<file path="src/rtl/pmsm_commutation_ctrl.sv">
// Six-step PMSM commutation controller: IDLE/ALIGN/RUN/FAULT sequencing, edge-aligned PWM
// gating of the phase pattern, and dead time on every sector change. All outputs are registered.
module pmsm_commutation_ctrl #(
   parameter int POS_W        = 16,
   parameter int PWM_W        = 8,
   parameter int ALIGN_CYCLES = 1000,
   parameter int ALIGN_DUTY   = 64,
   parameter int DEAD_CYCLES  = 4
) (
   input  logic             clk,
   input  logic             rst_n,
   input  logic             enable,
   input  logic             direction,
   input  logic [PWM_W-1:0] duty,
   input  logic [POS_W-1:0] position,
   input  logic             overcurrent,
   input  logic             fault_clr,
   output logic [2:0]       V_phase,
   output logic [2:0]       sector,
   output logic [1:0]       state,
   output logic             fault
);

   typedef enum logic [1:0] {
      ST_IDLE  = 2'b00,
      ST_ALIGN = 2'b01,
      ST_RUN   = 2'b10,
      ST_FAULT = 2'b11
   } state_t;

   localparam int AW = (ALIGN_CYCLES > 1) ? $clog2(ALIGN_CYCLES) : 1;
   localparam int DW = (DEAD_CYCLES > 0) ? $clog2(DEAD_CYCLES + 1) : 1;

   localparam logic [AW-1:0]    ALIGN_LAST   = AW'(ALIGN_CYCLES - 1);
   localparam logic [DW-1:0]    DEAD_LOAD    = DW'(DEAD_CYCLES);
   localparam logic [PWM_W-1:0] PWM_MAX      = '1;
   localparam logic [PWM_W-1:0] ALIGN_DUTY_V = PWM_W'(ALIGN_DUTY);

   function automatic logic [2:0] phase_pattern(input logic [2:0] s);
      logic [2:0] p;
      case (s)
         3'd0:    p = 3'b001;
         3'd1:    p = 3'b011;
         3'd2:    p = 3'b010;
         3'd3:    p = 3'b110;
         3'd4:    p = 3'b100;
         3'd5:    p = 3'b101;
         default: p = 3'b000;
      endcase
      return p;
   endfunction

   state_t           state_q, state_d;
   logic [AW-1:0]    align_q, align_d;
   logic [PWM_W-1:0] pwm_cnt_q, pwm_cnt_d;
   logic [PWM_W-1:0] duty_q, duty_d;
   logic [2:0]       sector_q, sector_d;
   logic [DW-1:0]    dead_q, dead_d;
   logic [2:0]       vphase_q, vphase_d;
   logic             fault_q, fault_d;

   // position*6 fits in POS_W+3 bits; the top three bits are the raw sector 0..5
   logic [POS_W+2:0] prod;
   logic [2:0]       s_raw;
   logic [2:0]       s_eff;
   logic             pwm_on_d;
   logic             drive_d;

   assign prod  = {3'b000, position} * (POS_W+3)'(6);
   assign s_raw = 3'(prod >> POS_W);
   assign s_eff = !direction ? s_raw
                : (s_raw >= 3'd3) ? (s_raw - 3'd3) : (s_raw + 3'd3);

   always_comb begin
      state_d = state_q;
      align_d = align_q;
      if (overcurrent) begin
         state_d = ST_FAULT;
      end else begin
         case (state_q)
            ST_IDLE: begin
               if (enable) begin
                  state_d = ST_ALIGN;
                  align_d = '0;
               end
            end
            ST_ALIGN: begin
               align_d = align_q + 1'b1;
               if (!enable)                  state_d = ST_IDLE;
               else if (align_q == ALIGN_LAST) state_d = ST_RUN;
            end
            ST_RUN: begin
               if (!enable) state_d = ST_IDLE;
            end
            ST_FAULT: begin
               if (fault_clr && !enable) state_d = ST_IDLE;
            end
            default: state_d = ST_IDLE;
         endcase
      end
   end

   // Outside RUN the latch follows ALIGN_DUTY so alignment drives from its first clock.
   always_comb begin
      pwm_cnt_d = pwm_cnt_q + 1'b1;
      duty_d    = duty_q;
      if (pwm_cnt_q == PWM_MAX)
         duty_d = (state_q == ST_RUN) ? duty : ALIGN_DUTY_V;
      pwm_on_d  = (pwm_cnt_d < duty_d);
   end

   always_comb begin
      sector_d = (state_d == ST_RUN) ? s_eff : 3'd0;
      if (sector_d != sector_q)
         dead_d = DEAD_LOAD;
      else if (dead_q != '0)
         dead_d = dead_q - 1'b1;
      else
         dead_d = '0;
      drive_d  = ((state_d == ST_ALIGN) || (state_d == ST_RUN)) && pwm_on_d && (dead_d == '0);
      vphase_d = drive_d ? phase_pattern(sector_d) : 3'b000;
      fault_d  = (state_d == ST_FAULT);
   end

   always_ff @(posedge clk or negedge rst_n) begin
      if (!rst_n) begin
         state_q   <= ST_IDLE;
         align_q   <= '0;
         pwm_cnt_q <= '0;
         duty_q    <= '0;
         sector_q  <= 3'd0;
         dead_q    <= '0;
         vphase_q  <= 3'b000;
         fault_q   <= 1'b0;
      end else begin
         state_q   <= state_d;
         align_q   <= align_d;
         pwm_cnt_q <= pwm_cnt_d;
         duty_q    <= duty_d;
         sector_q  <= sector_d;
         dead_q    <= dead_d;
         vphase_q  <= vphase_d;
         fault_q   <= fault_d;
      end
   end

   assign V_phase = vphase_q;
   assign sector  = sector_q;
   assign state   = state_q;
   assign fault   = fault_q;

endmodule

</file>
<file path="config.mk">
export PLATFORM = sky130hd
export DESIGN_NAME = pmsm_commutation_ctrl
export DESIGN_NICKNAME = d
export VERILOG_FILES = /design/src/rtl/pmsm_commutation_ctrl.sv
export SDC_FILE = /design/constraint.sdc
export NUM_CORES = 1
export LEC_CHECK = 0
export ABC_AREA = 0
export CELL_PAD_IN_SITES_DETAIL_PLACEMENT = 1
export CELL_PAD_IN_SITES_GLOBAL_PLACEMENT = 2
export CORE_MARGIN = 10
export CORE_UTILIZATION = 36
export DETAILED_ROUTE_END_ITERATION = 12
export MAX_ROUTING_LAYER = met4
export PLACE_DENSITY = 0.93
export SYNTH_ARGS = -nofsm -noshare
export SYNTH_HDL_FRONTEND = slang
export SYNTH_SLANG_ARGS = --single-unit
</file>
<file path="constraint.sdc">
create_clock -name clk -period 5.8 [get_ports clk]
set_input_delay 0.87 -clock clk [delete_from_list [all_inputs] [get_ports clk]]
set_output_delay 0.87 -clock clk [all_outputs]
set_load 0.005 [all_outputs]
</file>
==> impl_metrics.toml, run 1 <==
[global_route]
grt_max_degree = 39
gr-total-overflow = 0
antenna_found_initial = 0
grt_pass1_wl_um = 11700
grt_pass1_vias = 2409
gr-usage-all-layers = 0.126

[critical_path]
start_kind = "input port"
crit_chain = "clkdlybuf4s50_1 > ha_1 > a211oi_1 > nor2_1 > o41ai_1 > mux2i_1 > nand4_4 > inv_1 > ha_1 > ha_1 > nand4_1 > o22ai_1 > a41o_1 > a221oi_1 > o2111ai_2 > or3_1"
worstSetupStartpoint = "position[4]"
critPathArrivalTime_ns = 4.73
critPathMaxFanout = 7
worstSetupEndpointType = "flip-flop"
critical-path-max-stage-delay_ns = 0.45
criticalPathCategory = "in -> reg"
path_common_cell = "ha_1"
cp.required_ns = 5.97
slowest_stage = "clkdlybuf4s50_1"
rr_startpoint = "align_q[0]"

[drt]
ant_nets = 0
drc = 0
vias_per_cell = 5.12
finalWirelength_um = 6630
firstDrtPassIters = 4
wl_per_cell_um = 15.0
initialDrtViolationCount = 63
vias = 2256

[power_and_ir_drop]
p_total_uw = 766
leakage_nw = 1.46
ir_drop_uv = 130
power_density_nw_per_um2 = 233

[floorplan]
die_h_um = 106
die_w_um = 106
start_util = 0.370
io_pins = 39
num_rows = 31
dieArea_um2 = 11300
fp.coreArea_um2 = 7250

[cts]
cts_tree = "yes"
clk_latency_ns = 0.30
cts_hold_buffers = 0
path_clk_slew_ns = 0.07
clockRootBuffer = "clkbuf_8"
post_cts_resized = 0
cts_buffer_depth = 2
clock-sinks = 38
cts_buffers = 5
post_cts_buffers = 0
htreeDepth = 2

[layout]
drive_gt1_frac = 0.0643
antennaDiodeCount = 0
n_fill_cell = 853
final_nets = 403
final_area_um2 = 3280
area_growth_pct = 22.5
final_util = 0.453

[synth]
ys.flop_type = "dfrtp_1"
synth_xor_area_frac = 0.0392
synth_top_family_by_area = "simple AND/OR/NAND/NOR gates"
yosysWarnings = 0
synth_enable_flop_cells = 0
synth_cells = 298
syn_avg_cell_area_um2 = 9.00
ys_ff_latch = 38
synth_compound_area_frac = 0.173
syn_nets = 360
synth_fa_ha_area_frac = 0.149
synthesis.area_um2 = 2680
synth_mux_area_frac = 0.0196
ys_seq_area_frac = 0.355
yosys.area_share.simple = 0.222
async_reset_ff_frac = 1.00
synth.distinct_cells = 58

[timing]
setup_violations = 0
slew_headroom = 0.614
final-max-slew-violation-count = 0
finalHoldViolations = 0
whs_ns = 0.487
max_freq_ghz = 0.220
tightest_slew_ns = 0.578
layout_worst_path_cycle_share = 0.785
skew_ns = 0.0139
timing.final.crit_period_ns = 4.56
rsz0062_at_grt = "false"
tns_ns = 0

[job]
cap_violations = 0

[placement]
placed_area_um2 = 3180
port-buffer-count = 38
gp_congestion = 0.793
dp_hpwl_um = 5420

[run_status]
outcome = "complete, no violations"

[worst_hold_path]
hold_class = "reg -> reg"
worstHoldStart = "dead_q[0]"
logic make-up after synthesis:
kind of cell | after synthesis
mux | 5
fa+ha+maj | 32
flops | 38
buf+inv | 28
compound gates | 65
simple gates | 118
xor+xnor | 12
critical path: cells and delay by family:
family | cells | cell delay, ns
AND/OR/NAND/NOR | 4 | 0.74
multiplexers | 1 | 0.34
buffers and inverters | 2 | 0.55
adder cells (fa/ha/maj) | 3 | 0.73
AO/OA/AOI/OAI | 6 | 1.48
placed cells by master, fill, tap and decap left out, types with 8 or more instances in the layout:
cell type and instances:
a21oi_1 16, clkdlybuf4s50_1 38, dfrtp_1 38, ha_1 32, inv_1 23, nand2_1 38, nand3_1 16, nor2_1 22
o21ai_0 12, xnor2_1 8
layout make-up:
class,count,area (um2),area share
timing repair buffer,40,395,0.120
inverter,24,90.1,0.0274
clock buffer,7,76.3,0.0232
sequential,38,951,0.290
tap,99,124,0.0377
clock inverter,1,30.0,0.00914
multi-input combinational,232,1620,0.493
Yosys cell counts, types with 2 or more instances:
cell | n | area (um2)
nand3b_1 | 2 | 15.0
nand2b_1 | 3 | 18.8
nor2_1 | 22 | 82.6
inv_1 | 23 | 86.3
xor2_1 | 4 | 35.0
nor3_1 | 7 | 35.0
nand4_1 | 7 | 43.8
o21ai_0 | 12 | 60.1
mux2i_1 | 3 | 30.0
or3_1 | 3 | 18.8
nand3_1 | 16 | 80.1
xnor2_1 | 8 | 70.1
nor4_1 | 5 | 31.3
and2_2 | 2 | 15.0
clkbuf_1 | 3 | 11.3
dfrtp_1 | 38 | 951
o21a_1 | 6 | 45.0
ha_1 | 32 | 400
and2_1 | 2 | 12.5
a21oi_1 | 16 | 80.1
o31ai_1 | 2 | 15.0
a22o_1 | 2 | 17.5
mux2_2 | 2 | 22.5
a31oi_1 | 2 | 12.5
nand2_1 | 38 | 143
a21o_1 | 5 | 37.5
nor2b_1 | 2 | 12.5
metrics by stage:
stage | cells | setup WS [ns]
global placement | 433 | 1.05
global route | 441 | 0.901
CTS | 441 | 1.23
finish | 441 | 1.24
floorplan | 298 | 1.83
detailed placement | 433 | 0.933
routing by layer:
layer	part of all wire	global-route usage
met5	0	-
met4	0.0083	0.0348
met3	0.023	0.0223
met2	0.47	0.201
met1	0.50	0.160
flip-flops by register name, summed over array words and instances, names as in the netlist:
register,flops
state,2
fault,1
V_phase,3
pwm_cnt_q,8
align_q,10
dead_q,3
sector,3
duty_q,8
power breakdown:
| group | internal, mW | total (mW) | switching, mW | leakage, nW |
|---|---|---|---|---|
| Clock | 0.129 | 0.224 | 0.0949 | 0.0524 |
| Sequential | 0.291 | 0.314 | 0.0228 | 0.439 |
| Combinational | 0.106 | 0.229 | 0.123 | 0.968 |
final timing paths:
kind / endpoint / slack (ns) / cells past startpoint
max in group asynchronous: pwm_cnt_q[0] / 4.44 / 2
worst min register to register: dead_q[0] / 0.49 / 1
worst max register to register: dead_q[2] / 2.48 / 13
worst min-delay path: dead_q[0] / 0.49 / 1
worst max-delay path: dead_q[2] / 1.24 / 16
min in group asynchronous: align_q[0] / 1.00 / 2
No activity file was read; power rests on OpenSTA's default activity.
==> inputs of run 2 (changes only) <==
--- a/config.mk
+++ b/config.mk
@@ -9,10 +9,10 @@
 export CELL_PAD_IN_SITES_DETAIL_PLACEMENT = 1
 export CELL_PAD_IN_SITES_GLOBAL_PLACEMENT = 2
 export CORE_MARGIN = 10
-export CORE_UTILIZATION = 36
+export CORE_UTILIZATION = 33
 export DETAILED_ROUTE_END_ITERATION = 12
 export MAX_ROUTING_LAYER = met4
-export PLACE_DENSITY = 0.93
+export PLACE_DENSITY = 0.87
 export SYNTH_ARGS = -nofsm -noshare
 export SYNTH_HDL_FRONTEND = slang
 export SYNTH_SLANG_ARGS = --single-unit
==> constraint.sdc (replaced) <==
create_clock -name clk -period 4.6 [get_ports clk]
set_input_delay 0.69 -clock clk [delete_from_list [all_inputs] [get_ports clk]]
set_output_delay 0.69 -clock clk [all_outputs]
set_load 0.005 [all_outputs]
==> impl_metrics.toml, run 2 (synthesis results as in run 1) <==
[critical_path]
rr_startpoint = "align_q[0]"
cp_top_family = "compound AO/OA/AOI/OAI gates"
crit_end = "V_phase[2]"
path_common_cell = "ha_1"
critPathArrivalTime_ns = 4.39
r2r_setup_slack_ns = 1.33
cp_num_cells = 16
cp.required_ns = 4.78
critPathMaxFanout = 6
timing.rr.end = "V_phase[2]"
start_kind = "input port"
critical-path-max-stage-delay_ns = 0.43
rr_worst_depth = 13
critPathBufInv = 2
slowest_stage = "clkdlybuf4s50_1"
crit_chain = "clkdlybuf4s50_1 > ha_1 > a211oi_1 > nor2_1 > o41ai_1 > mux2i_1 > nand4_4 > inv_1 > ha_1 > ha_1 > nand4_1 > o22ai_1 > a41o_1 > a221oi_1 > o2111ai_2 > a2111oi_2"
criticalPathCategory = "in -> reg"
worstSetupStartpoint = "position[4]"
worstSetupEndpointType = "flip-flop"

[job]
cap_violations = 0

[cts]
clock-sinks = 38
htreeDepth = 2
clockRootBuffer = "clkbuf_8"
path_clk_slew_ns = 0.08
clk_latency_ns = 0.29
cts_buffers = 5
post_cts_resized = 0
cts_tree = "yes"
cts_hold_buffers = 0
cts_buffer_depth = 2
post_cts_buffers = 0

[placement]
port-buffer-count = 38
dp_hpwl_um = 5390
gp_congestion = 0.793
pre_cts_slack_ns = 0.0974

[floorplan]
start_util = 0.343
fp.coreArea_um2 = 7810
dieArea_um2 = 12100
die_w_um = 110
die_h_um = 110
num_rows = 32
io_pins = 39

[global_route]
grt_pass1_vias = 2497
gr-usage-all-layers = 0.123
grt_pass1_wl_um = 11900
gr-total-overflow = 0
antenna_found_initial = 0
grt_max_degree = 39

[timing]
skew_ns = 0.00784
setup_violations = 0
slew_headroom = 0.423
finalWorstSetupSlack_ns = 0.387
rsz0062_at_grt = "false"
layout_worst_path_cycle_share = 0.916
max_freq_ghz = 0.237
tightest_slew_ns = 0.865
timing.final.crit_period_ns = 4.21
finalHoldViolations = 0
final-max-slew-violation-count = 0
tns_ns = 0

[layout]
largestRegisters = "align_q x10, duty_q x8, pwm_cnt_q x8"
final_cell_mix = "38 x dfrtp_1, 38 x nand2_1, 37 x clkdlybuf4s50_1"
largest_register = "align_q"
final_nets = 406
largest_register_ffs = 10
area_growth_pct = 22.9
antennaDiodeCount = 0
drive_gt1_frac = 0.0812

[drt]
finalWirelength_um = 6690
ant_nets = 0
drc = 0
firstDrtPassIters = 4
initialDrtViolationCount = 46
vias = 2308
wl_per_cell_um = 15.0
vias_per_cell = 5.16

[worst_hold_path]
hold_class = "reg -> reg"

[run_status]
outcome = "complete, no violations"

[power_and_ir_drop]
leakage_nw = 1.47
ir_drop_uv = 136
power_density_nw_per_um2 = 283
==> run 2: cell types whose count changed in the layout (fill, tap and decap cells not counted), sizes merged <==
cell           change
buf                +4
bufinv             -1
clkbuf             -1
clkdlybuf4s50      -1
clkinv             +1
clkinvlp           +1
==> run 2: routing by layer <==
| layer | GRT usage | vias up | part of all wire |
|---|---|---|---|
| met5 | - | - | 0 |
| met2 | 0.193 | 25 | 0.48 |
| met4 | 0.0349 | 0 | 0.010 |
| met3 | 0.0209 | 4 | 0.032 |
| li1 | - | 1156 | - |
| met1 | 0.159 | 1123 | 0.48 |
==> run 2: worst min path at each step <==
| stage | cells past startpoint | start | endpoint | slack (ns) |
|---|---|---|---|---|
| global placement | 1 | dead_q[0] | dead_q[0] | 0.47 |
| detailed placement | 1 | dead_q[0] | dead_q[0] | 0.47 |
| global route | 1 | dead_q[0] | dead_q[0] | 0.51 |
| floorplan | 0 | rst_n | V_phase[0] | 0.39 |
| CTS | 1 | dead_q[0] | dead_q[0] | 0.49 |
| finish | 1 | dead_q[0] | dead_q[0] | 0.49 |
==> run 2: area by class of cell <==
type / count / area, um2
fillers: 936 / 4510
multi-input cells: 232 / 1620
clock buffers: 6 / 82.6
clock inverters: 2 / 12.5
inverters: 24 / 90.1
repair buffers: 43 / 413
well taps: 102 / 128
flip-flops and latches: 38 / 951
==> run 2: worst register-to-register path, cell delays in order (launching register included) <==
cell and delay (ns):
dfrtp_1 0.40, ha_1 0.23, nand2_1 0.09, nor4_1 0.33, nand2_1 0.10, nand2_1 0.08
nand2_1 0.05, a31oi_1 0.28, ha_1 0.31, o22ai_1 0.12, a41o_1 0.21, a221oi_1 0.26
o2111ai_2 0.27, a2111oi_2 0.42
==> run 2: report_power, final <==
group	internal (mW)	switching [mW]
combinational	0.140	0.154
clock	0.120	0.122
sequential	0.367	0.0297
total	0.627	0.306
==> run 2: metrics by stage <==
step                utilization  cell area (um2)  cells  hold WS (ns)  total power [mW]
floorplan                     -             2680    298         0.394             0.589
global placement          0.410             3200    439         0.467             0.689
detailed placement        0.410             3200    439         0.468             0.699
CTS                       0.422             3290    447         0.485             0.947
global route              0.422             3290    447         0.512              1.01
finish                    0.422             3290    447         0.487             0.933
